`src/rtl/fetch_ctrl_if.sv`:
```
// Fetch controller bus: instruction-memory request channel plus the
// decode-side presentation/consume handshake.
interface fetch_ctrl_if #(
    parameter int WIDTH = 32
);
    logic             imem_req;
    logic [WIDTH-1:0] imem_addr;
    logic             imem_ack;
    logic [WIDTH-1:0] imem_rdata;
    logic [WIDTH-1:0] instr;
    logic             instr_valid;
    logic             instr_ready;
    logic             stall;
    logic             PCSrc;
    logic [WIDTH-1:0] ImmExt;
    logic [WIDTH-1:0] PC;
    logic             trap;
    logic [WIDTH-1:0] retired;

    // Fetch controller side
    modport master (
        output imem_req, imem_addr, instr, instr_valid, PC, trap, retired,
        input  imem_ack, imem_rdata, instr_ready, stall, PCSrc, ImmExt
    );

    // Memory / decode environment side
    modport slave (
        input  imem_req, imem_addr, instr, instr_valid, PC, trap, retired,
        output imem_ack, imem_rdata, instr_ready, stall, PCSrc, ImmExt
    );
endinterface

```
`src/rtl/fetch_ctrl.sv`:
```
// Instruction fetch controller: issues one memory read, holds the returned
// instruction for decode until consumed, then computes the next fetch
// address (sequential or branch). A misaligned target parks the unit in TRAP
// until reset.
module fetch_ctrl #(
    parameter int               WIDTH    = 32,
    parameter logic [WIDTH-1:0] RESET_PC = '0
) (
    input logic         clk,
    input logic         rst,
    fetch_ctrl_if.master bus
);
    typedef enum logic [1:0] {
        BOOT,
        FETCH,
        HOLD,
        TRAP
    } state_t;

    localparam logic [WIDTH-1:0] SEQ_STEP = WIDTH'(4);

    state_t           state_q, state_d;
    logic [WIDTH-1:0] fetch_pc_q, fetch_pc_d;
    logic [WIDTH-1:0] pc_q, pc_d;
    logic [WIDTH-1:0] instr_q, instr_d;
    logic [WIDTH-1:0] retired_q, retired_d;
    logic [WIDTH-1:0] target;
    logic             consume;

    // State and datapath registers; reset forces the boot image immediately
    always_ff @(posedge clk or posedge rst) begin
        if (rst) begin
            state_q    <= BOOT;
            fetch_pc_q <= RESET_PC;
            pc_q       <= RESET_PC;
            instr_q    <= '0;
            retired_q  <= '0;
        end else begin
            state_q    <= state_d;
            fetch_pc_q <= fetch_pc_d;
            pc_q       <= pc_d;
            instr_q    <= instr_d;
            retired_q  <= retired_d;
        end
    end

    // Next-state and datapath updates; branch inputs only matter on consume
    always_comb begin
        state_d    = state_q;
        fetch_pc_d = fetch_pc_q;
        pc_d       = pc_q;
        instr_d    = instr_q;
        retired_d  = retired_q;
        consume    = (state_q == HOLD) && bus.instr_ready && !bus.stall;
        target     = pc_q + (bus.PCSrc ? bus.ImmExt : SEQ_STEP);

        unique case (state_q)
            BOOT: begin
                state_d = FETCH;
            end
            FETCH: begin
                if (bus.imem_ack) begin
                    instr_d = bus.imem_rdata;
                    pc_d    = fetch_pc_q;
                    state_d = HOLD;
                end
            end
            HOLD: begin
                if (consume) begin
                    retired_d = retired_q + 1'b1;
                    if (target[1:0] == 2'b00) begin
                        fetch_pc_d = target;
                        state_d    = FETCH;
                    end else begin
                        state_d = TRAP;
                    end
                end
            end
            TRAP: begin
                state_d = TRAP;
            end
            default: begin
                state_d = BOOT;
            end
        endcase
    end

    // Outputs decode from registered state only
    assign bus.imem_req    = (state_q == FETCH);
    assign bus.imem_addr   = (state_q == FETCH) ? fetch_pc_q : '0;
    assign bus.instr_valid = (state_q == HOLD);
    assign bus.trap        = (state_q == TRAP);
    assign bus.instr       = instr_q;
    assign bus.PC          = pc_q;
    assign bus.retired     = retired_q;

endmodule

```
`src/flat_wrapper.sv`:
```
// flat-port wrapper written by rule: the top's interface ports become plain ports
module fetch_ctrl_flat 
#(
    parameter int               WIDTH    = 32,
    parameter logic [WIDTH-1:0] RESET_PC = '0
)
  (clk, rst, bus_imem_req, bus_imem_addr, bus_instr, bus_instr_valid, bus_PC, bus_trap, bus_retired, bus_imem_ack, bus_imem_rdata, bus_instr_ready, bus_stall, bus_PCSrc, bus_ImmExt);
  fetch_ctrl_if #(.WIDTH(WIDTH)) bus_i ();
  input logic clk;
  input logic rst;
  output wire logic [$bits(bus_i.imem_req)-1:0] bus_imem_req;
  output wire logic [$bits(bus_i.imem_addr)-1:0] bus_imem_addr;
  output wire logic [$bits(bus_i.instr)-1:0] bus_instr;
  output wire logic [$bits(bus_i.instr_valid)-1:0] bus_instr_valid;
  output wire logic [$bits(bus_i.PC)-1:0] bus_PC;
  output wire logic [$bits(bus_i.trap)-1:0] bus_trap;
  output wire logic [$bits(bus_i.retired)-1:0] bus_retired;
  input wire logic [$bits(bus_i.imem_ack)-1:0] bus_imem_ack;
  input wire logic [$bits(bus_i.imem_rdata)-1:0] bus_imem_rdata;
  input wire logic [$bits(bus_i.instr_ready)-1:0] bus_instr_ready;
  input wire logic [$bits(bus_i.stall)-1:0] bus_stall;
  input wire logic [$bits(bus_i.PCSrc)-1:0] bus_PCSrc;
  input wire logic [$bits(bus_i.ImmExt)-1:0] bus_ImmExt;
  assign bus_imem_req = bus_i.imem_req;
  assign bus_imem_addr = bus_i.imem_addr;
  assign bus_instr = bus_i.instr;
  assign bus_instr_valid = bus_i.instr_valid;
  assign bus_PC = bus_i.PC;
  assign bus_trap = bus_i.trap;
  assign bus_retired = bus_i.retired;
  assign bus_i.imem_ack = bus_imem_ack;
  assign bus_i.imem_rdata = bus_imem_rdata;
  assign bus_i.instr_ready = bus_instr_ready;
  assign bus_i.stall = bus_stall;
  assign bus_i.PCSrc = bus_PCSrc;
  assign bus_i.ImmExt = bus_ImmExt;
  fetch_ctrl #(.WIDTH(WIDTH), .RESET_PC(RESET_PC)) u_core (.clk(clk), .rst(rst), .bus(bus_i));
endmodule
```
`config.mk`:
```
export PLATFORM = sky130hd
export DESIGN_NAME = fetch_ctrl_flat
export DESIGN_NICKNAME = d
export VERILOG_FILES = /design/src/rtl/fetch_ctrl_if.sv /design/src/rtl/fetch_ctrl.sv /design/src/flat_wrapper.sv
export SDC_FILE = /design/constraint.sdc
export NUM_CORES = 1
export LEC_CHECK = 0
export BUFFER_PORTS_ARGS = -buffer_cell sky130_fd_sc_hd__buf_2
export CAP_MARGIN = 20
export CORE_AREA = 2 2 180 164
export CTS_CLUSTER_SIZE = 14
export DETAILED_ROUTE_END_ITERATION = 8
export DIE_AREA = 0 0 182 166
export PLACE_DENSITY = 0.4
export SYNTH_ARGS = -nofsm -noshare
export SYNTH_HDL_FRONTEND = slang
export SYNTH_SLANG_ARGS = --single-unit
```
`constraint.sdc`:
```
create_clock -name clk -period 5.9 [get_ports clk]
set_input_delay 0.59 -clock clk [delete_from_list [all_inputs] [get_ports clk]]
set_output_delay 0.59 -clock clk [all_outputs]
set_load 0.02 [all_outputs]
```
# --- Word-level counts from Yosys, hierarchy flattened ---
# Cells that the tools add are included.
totals:
  register_bits: 130
  inputBits: 70
  memories: 0
  out_inout_bits: 131
  mem_bits_rw: 0
  elab_cells: 27
  mem_bits_ro: 0
  latch_bits: 0
classes:
  add_sub_neg: 2
  mux: 6
  mul: 0
  shift: 0
  bitwise: 0
  reduce_logical: 9
  n_div: 0
  n_lt_le_gt_ge: 0
  n_eq_ne: 5
ops:
  columns: ["op", "n"]
  rows:
  - ["$mux W32", 2]
  - ["$add A32 B1 Y32 const B", 1]
  - ["$add A32 B32 Y32", 1]
  - ["$pmux W2 S4", 1]
  - ["$mux W2", 3]
  - ["$reduce_and A2 Y1", 3]
  - ["$eq A2 B2 Y1 const B", 2]
  - ["$logic_not A2 Y1", 2]
  - ["$ne A2 B1 Y1 const B", 2]
  - ["$reduce_and A3 Y1", 1]
  - ["$eq A2 B1 Y1 const B", 1]
  - ["$logic_and A1 B1 Y1", 2]
  - ["$logic_not A1 Y1", 1]

# --- Logic depth before layout (Yosys ltp) ---
depth:
  ltp_word: 6
  mapped_depth: 12

# --- Least setup slack after synthesis ---
# OpenSTA, ideal clock, no wires.
synth_timing:
  path_kind: "input to register"
  start: "input bus_PCSrc"
  end: "register u_core.fetch_pc_q[29]"
  cell_stages: 11
  required_ns: 5.769
  arrival_ns: 2.775
  path_slack_ns: 2.993
  path_buffers: 2
  setup_time_ns: 0.131
  path_cell_list: "clkbuf_1 and2_1 ha_1 buf_6 a211o_1 a31o_1 a221oi_2 o21ai_2 a221oi_2 nor4b_1 or3_1"
synth_via:
  elab_chain_cells: 4
synth_lines:
  columns: ["item", "line_no", "text"]
  rows:
  - ["start: declaration", "flat_wrapper.sv:22", "input wire logic [$bits(bus_i.PCSrc)-1:0] bus_PCSrc;"]
  - ["$mux W32 (*)", "fetch_ctrl.sv:55", "target = pc_q + (bus.PCSrc ? bus.ImmExt : SEQ_STEP);"]
  - ["$add A32 B32 Y32 (*)", "fetch_ctrl.sv:55", null]
  - ["$logic_not A2 Y1", "fetch_ctrl.sv:71", "if (target[1:0] == 2'b00) begin"]
  - ["$reduce_and A3 Y1 (no line)", null, null]
  - ["end signal: assignment", "fetch_ctrl.sv:40", "fetch_pc_q <= fetch_pc_d;"]
  - ["end: declaration", "fetch_ctrl.sv:23", "logic [WIDTH-1:0] fetch_pc_q, fetch_pc_d;"]
# Mark *: on every way between the ends. The rest lies on a longest branch, timed or not.
# A chain may end at the register's enable or synchronous reset.

# --- Worst setup path after layout ---
layout_timing:
  start: "input bus_PCSrc"
  end: "register u_core.fetch_pc_q[28]"
# Same word-level chain as after synthesis.

==> results.md <==
- Post-route minimum period: 3190 ps
- Clk network pwr share: 45.5%
- RePlAce Congestion: 0.731
- GRT Util Overall: 13.4%
- Final setup viols: 0
- Top delay family on crit path: compound AO/OA/AOI/OAI gates
- Setup crit end kind: flip-flop
- Gr ovfl total: 0
- TritonCTS Buffers: 17
- Register area share after synthesis: 46.4%
- Cell Chain, Critical Path: buf_2 -> and2_1 -> ha_1 -> fa_1 -> a21oi_1 -> o211ai_1 -> nand3_1 -> a31oi_1 -> a21boi_2 -> o311ai_2 -> xnor2_1 -> o21ai_0
- Worst vdd ir: 0.180 mV
- Initial Util: 24.6%
- Final Skew: 9.86 ps
- Worst-Margin Slew: 978 ps
- Max-Slew Margin vs Limit: 34.8%
- Worst EP arrival: 3490 ps
- NumNets Final: 958
- First-pass GRT wire length: 31600 um
- Skew-Pair Late Insertion Delay: 420 ps
- Core Region: 28500 um2
- Clock root cell: clkbuf_16
- # DRC: 0
- Setup Total Neg Slack: 0 ps
- Post-synthesis net count: 762
- Fill cell count: 3037
- CP Buf/Inv Count: 1
- CTS Buffer Depth: 2
- Achievable Freq: 0.313 GHz
- MaxCap Viol Count: 0
- Syn Inst Count: 658
- Clock transition at path regs: 60 ps
- CP max stage cell: a31oi_1
- Setup repair bufs after CTS: 0
- Diode count: 0
- Worst Path Required: 6200 ps
- IO buf count: 200
- Synth async-reset ratio: 100%
- TritonCTS clock tree: done
- Hold_buf cts: 0
- Sequential share of power: 41.3%
- FF/Latch Area: 3250 um2
- Initial antenna violation count: 0
- Crit-path max cell delay: 500 ps
- Comb pwr share: 13.2%
- Clock Sink Count: 130
- Ys flop type: dfrtp_1
- Wire length per cell: 16.1 um
- Post-route clock period utilization: 54.1%
- Syn_area_per_cell: 10.7 um2
- Mapped Area: 7010 um2
- Leak: 4.63 nW
- PwrDens: 274 nW/um2
- Final ANT Viol Nets: 0
- WS Path Type: input port to flip-flop
- Min-delay worst type: input port to asynchronous set/reset pin
- Die area: 30200 um2
- Drt first pass iters: 4
- Via-per-instance ratio: 4.45
- Status: finished, final reports clean
- CTS-repair resized insts: 0
- RSZ-0062 raised after global routing: false
- Row Count: 59
- Fraction of layout cells with a size suffix above 1: 37.0%
- Max-slew violation count: 0
- Yosys cell types: 58
- Final Hold Viols: 0
- Switching share of total power: 27.5%
- Die H: 166 um
- #FFs+latches synth: 130
- Via count: 5489
- Post-Route Utilization: 31.6%
- Vias in the first global route: 5629
- Largest net degree at the start of global routing: 85
- Syn. warnings: 0
- Io pins: 201
- DP HPWL: 14500 um
- P_int: 1.79 mW
- Multi-input combinational cell area: 3610 um2
- Critical Path Fanout Max: 32
- Post-synth EDFFs: 0
- Final Routed Wirelength: 19900 um
- Net Switching: 0.678 mW
- Drt first-iter violations: 140
- Die extent in x: 182 um
- Area Growth Syn to Fin: 28.5%
- Clock H-tree levels: 4
- Critical path startpoint category: input port
## metrics by stage
stage,power (mW),instances,cell area [um2],hold WS (ps),worst slack [ps]
4_1_cts,2.52,1233,9000,355,2740
3_5_place_dp,1.37,1201,8390,461,2280
3_3_place_gp,1.36,1201,8390,461,2330
6_report,2.46,1233,9000,319,2710
5_1_grt,2.59,1233,9000,370,2410
2_1_floorplan,1.23,658,7010,459,1840
## registers in the layout, indices dropped and copies added (netlist names)
register,count
u_core.state_q,2
u_core.bus.retired,32
u_core.fetch_pc_q,32
u_core.bus.PC,32
u_core.bus.instr,32
## area by class of cell
type | instances | share of cell area [%]
clock buffer | 19 | 4.92
clock inverter | 13 | 1.92
inverter | 11 | 0.514
multi-input combinational | 491 | 40.1
sequential | 130 | 36.1
tap | 366 | 5.09
timing repair buffer | 203 | 11.4
## worst paths after layout
| path | slack (ps) | cells after the start | to | from |
|---|---|---|---|---|
| worst max-delay path | 2710 | 12 | u_core.fetch_pc_q[28]$_DFFE_PP0P_ | bus_PCSrc |
| worst min-delay path | 320 | 2 | u_core.bus.instr[26]$_DFFE_PP0P_ | rst |
| worst max register to register | 3060 | 7 | u_core.fetch_pc_q[29]$_DFFE_PP0P_ | u_core.bus.PC[0]$_DFFE_PP0P_ |
| worst min register to register | 470 | 1 | u_core.bus.retired[31]$_DFFE_PP0P_ | u_core.bus.retired[31]$_DFFE_PP0P_ |
| max in group asynchronous | 4410 | 3 | u_core.bus.PC[15]$_DFFE_PP0P_ | rst |
| min in group clk | 390 | 2 | u_core.bus.instr[0]$_DFFE_PP0P_ | bus_imem_rdata[0] |
## cell usage after synthesis (2+ instances only)
library cell	count	area [um2]
o21ai_2	2	17.5
nor3_1	5	25.0
a21o_1	4	30.0
ha_1	33	413
a221oi_1	2	17.5
mux2_2	65	732
and2_1	67	419
nor3b_1	2	15.0
and3_1	14	87.6
and3_2	2	15.0
o211ai_1	2	15.0
xor2_1	17	149
inv_1	11	41.3
a221oi_2	2	30.0
a21o_2	2	17.5
a31oi_1	11	68.8
nand4_1	4	25.0
nand2b_1	4	25.0
buf_6	2	22.5
o21ai_0	43	215
o21bai_1	5	37.5
nor2_1	20	75.1
nor2b_1	6	37.5
nand3_1	13	65.1
and4_1	2	17.5
nand2_1	67	251
clkbuf_1	20	75.1
buf_2	3	15.0
nor4_1	2	12.5
dfrtp_1	130	3250
xnor2_1	43	377
or3_1	2	12.5
a21oi_1	26	130
## per-layer routing
metal / part of all wire, % / GRT usage, % / up-vias
met1: 52 / 19.1 / 2606
met4: 1.5 / 4.31 / 0
met3: 5.3 / 3.29 / 21
li1: - / - / 2691
met2: 42 / 19.8 / 171
met5: 0 / 0 / -
## power by group through the flow
stage	clock network [mW]	registers [mW]	logic [mW]
floorplan	0	1.10	0.137
global placement	0	1.03	0.330
detailed placement	0	1.04	0.330
CTS	1.16	1.02	0.331
global route	1.20	1.03	0.358
finish	1.12	1.02	0.325
## worst register-to-register path, cell delays in order, from the launching register on
cell and delay, ps:
dfrtp_1 410, ha_1 240, fa_1 510, nor2_1 50, nand2_2 530, buf_4 380
and4bb_2 260, or3_1 340
## layout by cell type, fill, tap and decap left out, drive strengths merged, types with 2 or more instances in the layout
cell type and instances:
a21o 6, a21oi 26, a221oi 4, a31oi 11, and2 67, and3 16
and4 3, and4bb 2, buf 203, bufinv 3, clkbuf 19, clkinv 4
dfrtp 130, ha 33, inv 16, mux2 65, nand2 67, nand2b 4
nand3 14, nand4 5, nor2 20, nor2b 6, nor3 6, nor3b 2
nor4 3, o211ai 2, o21ai 45, o21bai 5, or3 2, xnor2 43
xor2 17
## kinds of logic after synthesis
| group | after synthesis | share of synthesized area, % |
|---|---|---|
| AO/OA/AOI/OAI | 112 | 10.0 |
| XOR/XNOR | 60 | 7.50 |
| adder cells (fa/ha/maj) | 34 | 6.18 |
| buffers and inverters | 37 | 2.30 |
| flip-flops | 130 | 46.4 |
| multiplexers | 66 | 10.6 |
| AND/OR/NAND/NOR | 219 | 17.0 |
(Power assumes the default switching activity.)
